## src/rtl/serial_sample_receiver.sv

```systemverilog
// Receive end of the SCL/SS/MOSI sample link: oversampled deserializer feeding a FWFT FIFO.
// Optional RX_TIMEOUT_EN macro adds a stalled-frame timeout that discards the frame and enters ABORT.
module serial_sample_receiver #(
  parameter int DEPTH          = 8,
  parameter int CNT_W          = 4,
  parameter int TIMEOUT_CYCLES = 2500
) (
  input  logic             clk,
  input  logic             rst,
  input  logic             SCL,
  input  logic             SS,
  input  logic             MOSI,
  input  logic             sample_ready,
  input  logic             clear_flags,
  output logic [11:0]      sample_out,
  output logic             sample_valid,
  output logic [CNT_W-1:0] fifo_count,
  output logic             overflow,
  output logic             frame_error
);

  // state | meaning
  // IDLE  | waiting for an SS falling edge
  // SHIFT | frame open, shifting one bit per SCL rising edge
  // DONE  | frame closed; push if exactly 12 bits, otherwise flag error
  // ABORT | frame timed out; wait for SS high
  typedef enum logic [1:0] {IDLE, SHIFT, DONE, ABORT} state_t;

  localparam int PTR_W = $clog2(DEPTH);

  if (CNT_W != $clog2(DEPTH) + 1) begin : g_bad_cnt_w
    $error("CNT_W must equal log2(DEPTH)+1");
  end
  if (TIMEOUT_CYCLES < 1) begin : g_bad_timeout
    $error("TIMEOUT_CYCLES must be at least 1");
  end

  logic r_scl_s1, r_scl_s2, r_scl_s3;
  logic r_ss_s1, r_ss_s2, r_ss_s3;
  logic r_mosi_s1, r_mosi_s2;

  // SS sync resets low so a frame already open at reset release is not seen as a falling edge.
  always_ff @(posedge clk or negedge rst) begin
    if (!rst) begin
      r_scl_s1  <= 1'b0;
      r_scl_s2  <= 1'b0;
      r_scl_s3  <= 1'b0;
      r_ss_s1   <= 1'b0;
      r_ss_s2   <= 1'b0;
      r_ss_s3   <= 1'b0;
      r_mosi_s1 <= 1'b0;
      r_mosi_s2 <= 1'b0;
    end else begin
      r_scl_s1  <= SCL;
      r_scl_s2  <= r_scl_s1;
      r_scl_s3  <= r_scl_s2;
      r_ss_s1   <= SS;
      r_ss_s2   <= r_ss_s1;
      r_ss_s3   <= r_ss_s2;
      r_mosi_s1 <= MOSI;
      r_mosi_s2 <= r_mosi_s1;
    end
  end

  logic w_scl_rise, w_ss_rise, w_ss_fall;
  assign w_scl_rise = r_scl_s2 & ~r_scl_s3;
  assign w_ss_rise  = r_ss_s2 & ~r_ss_s3;
  assign w_ss_fall  = ~r_ss_s2 & r_ss_s3;

  state_t      r_state, w_state_nxt;
  logic [3:0]  r_bit_cnt, w_bit_cnt_nxt;
  logic [11:0] r_shift, w_shift_nxt;
  logic        w_push, w_err;
  logic        r_frame_error;

`ifdef RX_TIMEOUT_EN
  localparam int TMR_W = $clog2(TIMEOUT_CYCLES + 1);
  logic [TMR_W-1:0] r_tmr;

  always_ff @(posedge clk or negedge rst) begin
    if (!rst) begin
      r_tmr <= TMR_W'(TIMEOUT_CYCLES - 1);
    end else if (r_state != SHIFT || w_scl_rise) begin
      r_tmr <= TMR_W'(TIMEOUT_CYCLES - 1);
    end else if (r_tmr != '0) begin
      r_tmr <= r_tmr - TMR_W'(1);
    end
  end
`endif

  always_comb begin
    w_state_nxt   = r_state;
    w_bit_cnt_nxt = r_bit_cnt;
    w_shift_nxt   = r_shift;
    w_push        = 1'b0;
    w_err         = 1'b0;
    case (r_state)
      IDLE: begin
        if (w_ss_fall) begin
          w_bit_cnt_nxt = 4'd0;
          w_shift_nxt   = 12'd0;
          w_state_nxt   = SHIFT;
        end
      end
      SHIFT: begin
        // A coincident SCL edge is shifted in before the frame closes.
        if (w_scl_rise) begin
          w_shift_nxt = {r_shift[10:0], r_mosi_s2};
          if (r_bit_cnt != 4'd13) w_bit_cnt_nxt = r_bit_cnt + 4'd1;
        end
        if (w_ss_rise) begin
          w_state_nxt = DONE;
        end
`ifdef RX_TIMEOUT_EN
        else if (!w_scl_rise && r_tmr == '0) begin
          w_err       = 1'b1;
          w_state_nxt = ABORT;
        end
`endif
      end
      DONE: begin
        if (r_bit_cnt == 4'd12) w_push = 1'b1;
        else                    w_err  = 1'b1;
        w_state_nxt = IDLE;
      end
      ABORT: begin
        if (r_ss_s2) w_state_nxt = IDLE;
      end
      default: w_state_nxt = IDLE;
    endcase
  end

  always_ff @(posedge clk or negedge rst) begin
    if (!rst) begin
      r_state       <= IDLE;
      r_bit_cnt     <= 4'd0;
      r_shift       <= 12'd0;
      r_frame_error <= 1'b0;
    end else begin
      r_state       <= w_state_nxt;
      r_bit_cnt     <= w_bit_cnt_nxt;
      r_shift       <= w_shift_nxt;
      r_frame_error <= w_err;
    end
  end

  logic [11:0]      r_mem [DEPTH];
  logic [PTR_W-1:0] r_wr_ptr, r_rd_ptr;
  logic [CNT_W-1:0] r_count;
  logic             r_overflow;
  logic             w_full, w_pop, w_wr_en, w_ovf_set;

  assign w_full    = (r_count == CNT_W'(DEPTH));
  assign w_pop     = sample_valid & sample_ready;
  // When full, a same-cycle pop frees the slot the write pointer is aimed at.
  assign w_wr_en   = w_push & (~w_full | w_pop);
  assign w_ovf_set = w_push & w_full & ~w_pop;

  always_ff @(posedge clk) begin
    if (w_wr_en) r_mem[r_wr_ptr] <= r_shift;
  end

  always_ff @(posedge clk or negedge rst) begin
    if (!rst) begin
      r_wr_ptr   <= '0;
      r_rd_ptr   <= '0;
      r_count    <= '0;
      r_overflow <= 1'b0;
    end else begin
      if (w_wr_en) r_wr_ptr <= r_wr_ptr + PTR_W'(1);
      if (w_pop)   r_rd_ptr <= r_rd_ptr + PTR_W'(1);
      case ({w_wr_en, w_pop})
        2'b10:   r_count <= r_count + CNT_W'(1);
        2'b01:   r_count <= r_count - CNT_W'(1);
        default: r_count <= r_count;
      endcase
      if (w_ovf_set)        r_overflow <= 1'b1;
      else if (clear_flags) r_overflow <= 1'b0;
    end
  end

  assign sample_valid = (r_count != '0);
  assign sample_out   = sample_valid ? r_mem[r_rd_ptr] : 12'd0;
  assign fifo_count   = r_count;
  assign overflow     = r_overflow;
  assign frame_error  = r_frame_error;

endmodule

```

## config.mk

```make
export PLATFORM = sky130hd
export DESIGN_NAME = serial_sample_receiver
export DESIGN_NICKNAME = d
export VERILOG_FILES = /design/src/rtl/serial_sample_receiver.sv
export SDC_FILE = /design/constraint.sdc
export NUM_CORES = 1
export LEC_CHECK = 0
export BUFFER_PORTS_ARGS = -buffer_cell sky130_fd_sc_hd__buf_4
export CAP_MARGIN = 20
export CORE_MARGIN = 2
export CORE_UTILIZATION = 44
export DETAILED_ROUTE_END_ITERATION = 10
export GPL_TIMING_DRIVEN = 0
export MAX_ROUTING_LAYER = met4
export PLACE_DENSITY_LB_ADDON = 0.05
export SLEW_MARGIN = 5
export SYNTH_ARGS = -nofsm -noshare
export SYNTH_HDL_FRONTEND = slang
export SYNTH_SLANG_ARGS = --single-unit
```

## constraint.sdc

```tcl
create_clock -name clk -period 2.91 [get_ports clk]
set_input_delay 0.291 -clock clk [delete_from_list [all_inputs] [get_ports clk]]
set_output_delay 0.291 -clock clk [all_outputs]
set_load 0.1 [all_outputs]
```

======== Yosys cells after proc, flatten, opt, wreduce, memory -nomap -nowiden ========
Memory sizes are Yosys's and may differ from the RTL's.
Cells that the tools add are included.
word-level totals
  memories kept ........................... 1
  bits in writable memories ............... 96
  input bits .............................. 7
  word-level logic and storage cells ...... 77
  flip-flop bits (word level) ............. 38
  output and inout bits ................... 19
cells by class
  bitwise logic cells ..................... 13
  reduce and logical (&&, ||, !) cells .... 8
  add/sub/neg operators ................... 5
  equal/unequal tests ..................... 13
  mux-type cells .......................... 21
memory list
  name   depth  width  read ports  clocked after memory_dff  write ports  line  source
  r_mem  8      12     1           0                         1            147   logic [11:0] r_mem [DEPTH];
operators with widths
  operator                                              number
  two-way mux 12 bit                                    3
  one-hot mux 12 bit (2 select lines)                   1
  one-hot mux 4 bit (2 select lines)                    2
  two-way mux 4 bit                                     3
  inequality test 2 bit (second input constant)         5
  adder 4 x 1 -> 4 bit (second input constant)          2
  equality test 4 bit (second input constant)           2
  two-way mux 1 bit                                     8
  one-hot mux 2 bit (4 select lines)                    1
  bitwise AND 1 bit                                     7
  adder 3 x 1 -> 3 bit (second input constant)          2
  equality test 2 bit (second input constant)           3
  two-way mux 2 bit                                     3
  AND reduction 3 bit                                   2
  nonzero test 2 bit                                    3
  inverter 1 bit                                        5
  equality test 2 x 1 -> 1 bit (second input constant)  2
  inequality test 4 bit (second input constant)         1
  AND reduction 4 bit                                   1
  nonzero test 4 bit                                    1
  subtractor 4 x 1 -> 4 bit (second input constant)     1
  zero test 2 bit                                       1
  OR 1 bit                                              1

======== Depth between registers and ports, before layout ========
  depth after elaboration ................. 6
  gate-level depth with buffers ........... 11

======== Worst setup path after synthesis ========
OpenSTA, ideal clock, no wires.
  path type ............................... register -> register
  start point ............................. reg r_count[2], in the netlist fifo_count[2]
  end point ............................... reg r_count[3], in the netlist fifo_count[3]
  cell stages (with the launch flop) ...... 11
  period minus slack after synthesis ...... 3,269 ps
  arrival ................................. 3,178 ps
  slack ................................... -359 ps
  data required time ...................... 2,820 ps
  cell sequence ........................... dfrtp_1 > buf_6 > or4_4 > buf_6 > nand2_1 > inv_1 > ha_1 > clkbuf_1 > or4b_2 > a21o_1 > o221ai_1
on the way
  longest elaborated chain between the ends .. 6
RTL lines
  what                                                                             line  source
  start: declaration                                                               149   logic [CNT_W-1:0] r_count;
  start signal: assignment                                                         173   2'b10: r_count <= r_count + CNT_W'(1);
  start signal: assignment                                                         174   2'b01: r_count <= r_count - CNT_W'(1);
  start signal: assignment                                                         175   default: r_count <= r_count;
  nonzero test 4 bit *                                                             182   assign sample_valid = (r_count != '0);
  net sample_valid                                                                 16    output logic sample_valid,
  bitwise AND 1 bit *                                                              154   assign w_pop = sample_valid & sample_ready;
  net w_pop                                                                        151   logic w_full, w_pop, w_wr_en, w_ovf_set;
  OR 1 bit                                                                         156   assign w_wr_en = w_push & (~w_full | w_pop);
  bitwise AND 1 bit                                                                156
  equality test 2 x 1 -> 1 bit / equality test 2 bit (equally long branches)       172   case ({w_wr_en, w_pop})
  one-hot mux 4 bit (2 select lines) / nonzero test 2 bit (equally long branches)  -
Mark *: on every way through the listed nets, which the timed path passes. The rest lies on a longest branch.
A chain may end at the register's enable or synchronous reset.

======== Worst setup path after layout ========
  start point ............................. reg r_count[1], in the netlist fifo_count[1]
  end point ............................... out sample_out[8]
on the way
  longest elaborated chain between the ends .. 2
RTL lines
  what                line  source
  nonzero test 4 bit  182
  two-way mux 12 bit  183   assign sample_out = sample_valid ? r_mem[r_rd_ptr] : 12'd0;
  end: declaration    15    output logic [11:0] sample_out,
Every way passes these cells.

==> summary.md <==
| Metric | Value |
|---|---|
| Via count of the first global-routing pass | `2889` |
| Share of power burned in registers | `33.0%` |
| CTS clock-pin slew for the worst setup and hold paths | `60 ps` |
| Switch Pwr | `0.00242 W` |
| Yosys warns | `0` |
| Number of enable-type register cells in the synthesized netlist | `96` |
| Required time of the worst setup path | `2620 ps` |
| Peak supply drop | `0.000898 V` |
| Largest area contributor in the synthesized netlist | `edfxtp_1` |
| Number of max-capacitance violations reported | `0` |
| Final period util | `95.9%` |
| P_leak | `2.49 nW` |
| Ranking of synthesized cells by instance count | `edfxtp_1 (96), dfrtp_1 (38), mux4_2 (24)` |
| Area share of the leading cell type in the synthesized netlist | `53.5%` |
| Transition time of the tightest slew-check pin | `892 ps` |
| Netlist Area Pre-Place | `5380 sq um` |
| Buffers added on ports | `25` |
| Drt first pass iters | `4` |
| Relative contribution of combinational cells to total power | `33.3%` |
| Number of nets in the final layout | `363` |
| Initial detailed-routing violation count | `262` |
| Hold EP | `overflow$_DFFE_PN0P_` |
| DR vias | `2801` |
| FF-to-FF End | `fifo_count[3]$_DFFE_PN0P_` |
| Detail Placement HPWL | `6.51 mm` |
| Final cell area excluding filler cells | `6590 sq um` |
| Setup slack of the most critical reg-to-reg path | `180 ps` |
| Sum of internal, switching and leakage power | `0.00679 W` |
| Status | `finished, final reports clean` |
| Syn-to-layout area delta | `22.4%` |
| Final setup vio count | `0` |
| Die Ht | `115 um` |
| Fraction of layout instances using a drive strength above 1 | `34.6%` |
| Number of cells on the worst reg-to-reg path | `10` |
| Async SR Flop Fraction | `28.4%` |
| Wire length of the first global-routing pass | `16.5 mm` |
| Final count of pins violating max slew | `0` |
| Most area-consuming cells after synthesis | `edfxtp_1 (54%), dfrtp_1 (18%), mux4_2 (10%)` |
| Sum Neg Setup Slack | `0 ps` |
| Later-pin clock latency in the skew report | `420 ps` |
| Count of buffers added by post-CTS timing repair for setup | `0` |
| Number of rows created at floorplan | `40` |
| Wire length per cell | `20.2 um` |
| Post-detailed-route via-to-cell ratio | `5.51` |
| Largest net degree at the start of global routing | `39` |
| Hold depth | `2` |
| Initial core utilization | `45.0%` |
| Horiz. Die Dim | `115 um` |
| CP Launch Type | `flip-flop` |
| Total Wirelength | `10.2 mm` |
| Number of nets produced by synthesis | `309` |
| Net Sw Frac | `35.6%` |
| PD cells | `1030 nW/um^2` |
| Max Clock Freq | `0.358 GHz` |
| DRT antenna net count | `0` |
| Leading cell type by number of instances after synthesis | `edfxtp_1` |
| Clock sink count | `134` |
| Final weighted congestion in routability-driven placement | `0.749` |
| Synth Flop Type | `edfxtp_1` |
| Buffers from clock root to sink, at most | `2` |
| Sequential share of the synthesized area | `71.2%` |
| Number of hold violations in the final report | `0` |
| Clock Tree Root | `clkbuf_16` |
| Area of the die | `13100 sq um` |
| Worst-case headroom to the max-slew limit | `40.5%` |
| Hold Path Class | `primary input to flip-flop` |
| Total internal power | `0.00437 W` |
| Overall overflow remaining after global route | `0` |
| Data arrival time of the worst path | `2500 ps` |
| Post-synthesis cell count | `294` |
| Cell Area, Placed | `5900 sq um` |
| Min-Delay Startpoint | `clear_flags` |
| Mean instance size in the synthesized netlist | `18.3 sq um` |
| Worst setup EP type | `primary output` |
| Power share of the clock group | `33.8%` |
| Placeable core region | `12000 sq um` |
| CTS tree | `done` |
| Number of antenna violations at the first check in global routing | `0` |
| Global-route usage over all layers | `18.2%` |
| I/O pin count | `26` |
| Highest fanout seen on the critical path | `10` |
| Unrepaired setup endpoints after global routing | `false` |
| Remaining routing DRC violations | `0` |
| Number of clock buffers inserted by TritonCTS | `17` |
| Diode insertion count for antenna repair | `0` |
| Skew final | `8.85 ps` |
| Number of distinct standard cells referenced by the synthesized netlist | `47` |
| Reg2Reg Launch Point | `fifo_count[1]$_DFFE_PN0P_` |
| Critical path start-end classification | `flip-flop to primary output` |
| Synthesized flop and latch total | `134` |
| Fin crit period | `2790 ps` |
| Number of levels the H-tree was split into | `4` |
| Core occupancy in the finished layout | `55.1%` |
==> power by group through the flow <==
stage	sequential (W)	clock (W)	combinational [W]
after floorplan	0.00247	0	0.00159
after global placement	0.00227	0	0.00226
after detailed placement	0.00228	0	0.00227
after CTS	0.00224	0.00232	0.00228
after global routing	0.00225	0.00242	0.00239
final	0.00224	0.00230	0.00226
==> sequential cells by signal, summed over array words and instances, names as in the netlist <==
signal / cells
r_mosi_s1: 1
r_scl_s3: 1
r_ss_s2: 1
r_wr_ptr: 3
r_ss_s3: 1
frame_error: 1
fifo_count: 4
r_mem: 96
r_shift: 12
r_state: 2
r_mosi_s2: 1
r_ss_s1: 1
r_bit_cnt: 4
r_rd_ptr: 3
r_scl_s1: 1
overflow: 1
r_scl_s2: 1
==> cell type report <==
class,instances,area (sq um)
inverter,9,33.8
timing repair buffer,35,295
tap,147,184
fill,949,5370
multi-input combinational,135,1470
clock buffer,17,425
clock inverter,15,210
sequential,134,3840
buffer,16,130
==> cells by family (layout without fill, tap and decap cells) <==
kind of cell / count (synthesis) / count (layout) / synth area share, %
DFF: 134 / 134 / 71.2
buffers and inverters: 25 / 92 / 2.42
xor gates and xnor gates: 7 / 7 / 1.14
adders and majority gates: 9 / 9 / 2.05
muxes: 31 / 31 / 11.4
AOI/OAI and AO/OA: 38 / 38 / 5.79
and+or+nand+nor: 50 / 50 / 6.00
==> repair_timing <==
item | 4_1_cts | 5_1_grt
gates cloned | 0 | 0
setup endpoints to repair | 13 | 9
hold buffers | 4 | 0
endpoints found under the hold margin | 41 | 0
resized for setup | 3 | 3
==> through the flow <==
stage	cells	worst slack, ps	hold WS (ps)
floorplan	294	33.7	-4.59
global placement	466	-533	309
detailed placement	472	-4.99	314
CTS	508	59.8	53.9
global route	508	23.3	66.3
finish	508	119	60.9
==> per-layer routing <==
layer	routed length (um)	global-route usage [%]	vias up
met5	0	-	-
met4	183	8.05	0
met3	278	4.29	16
met2	4870	25.3	44
met1	4910	25.7	1461
li1	-	-	1280
==> critical path, stage by stage, from the launching register on <==
cell      delay, ps
dfrtp_4         470
clkbuf_8        160
or4_4           530
buf_12          150
and2_4          160
buf_6           150
a22o_1          220
buf_4           230
==> cell usage in the layout, fill, tap and decap left out, drive strengths merged, types with 2 or more instances in the layout <==
cell,instances
nand4,2
dfrtp,38
nand2b,5
clkinvlp,3
a211oi,2
nand2,4
a22o,24
nor2,8
dlygate4sd3,4
mux4,24
clkbuf,25
clkinv,7
nor2b,6
nand3b,3
edfxtp,96
nand3,5
mux2,3
o2111ai,2
ha,8
mux2i,4
o21ai,2
or4b,2
inv,9
buf,39
xnor2,5
or4,2
a21oi,3
xor2,2
bufinv,5
and2,2
nor3,4
==> worst max-delay path by stage <==
| stage | cells after the start | from | end | slack [ps] |
|---|---|---|---|---|
| final | 7 | fifo_count[1]$_DFFE_PN0P_ | sample_out[8] | 120 |
| after global routing | 5 | r_rd_ptr[0]$_DFFE_PN0P_ | sample_out[6] | 20 |
| after CTS | 8 | fifo_count[2]$_DFFE_PN0P_ | fifo_count[3]$_DFFE_PN0P_ | 60 |
| after detailed placement | 8 | fifo_count[2]$_DFFE_PN0P_ | fifo_count[3]$_DFFE_PN0P_ | -5 |
| after global placement | 5 | r_bit_cnt[0]$_DFFE_PN0P_ | r_mem[1][5]$_DFFE_PP_ | -530 |
| after floorplan | 10 | fifo_count[1]$_DFFE_PN0P_ | fifo_count[3]$_DFFE_PN0P_ | 30 |
No activity file was read; power rests on OpenSTA's default activity.
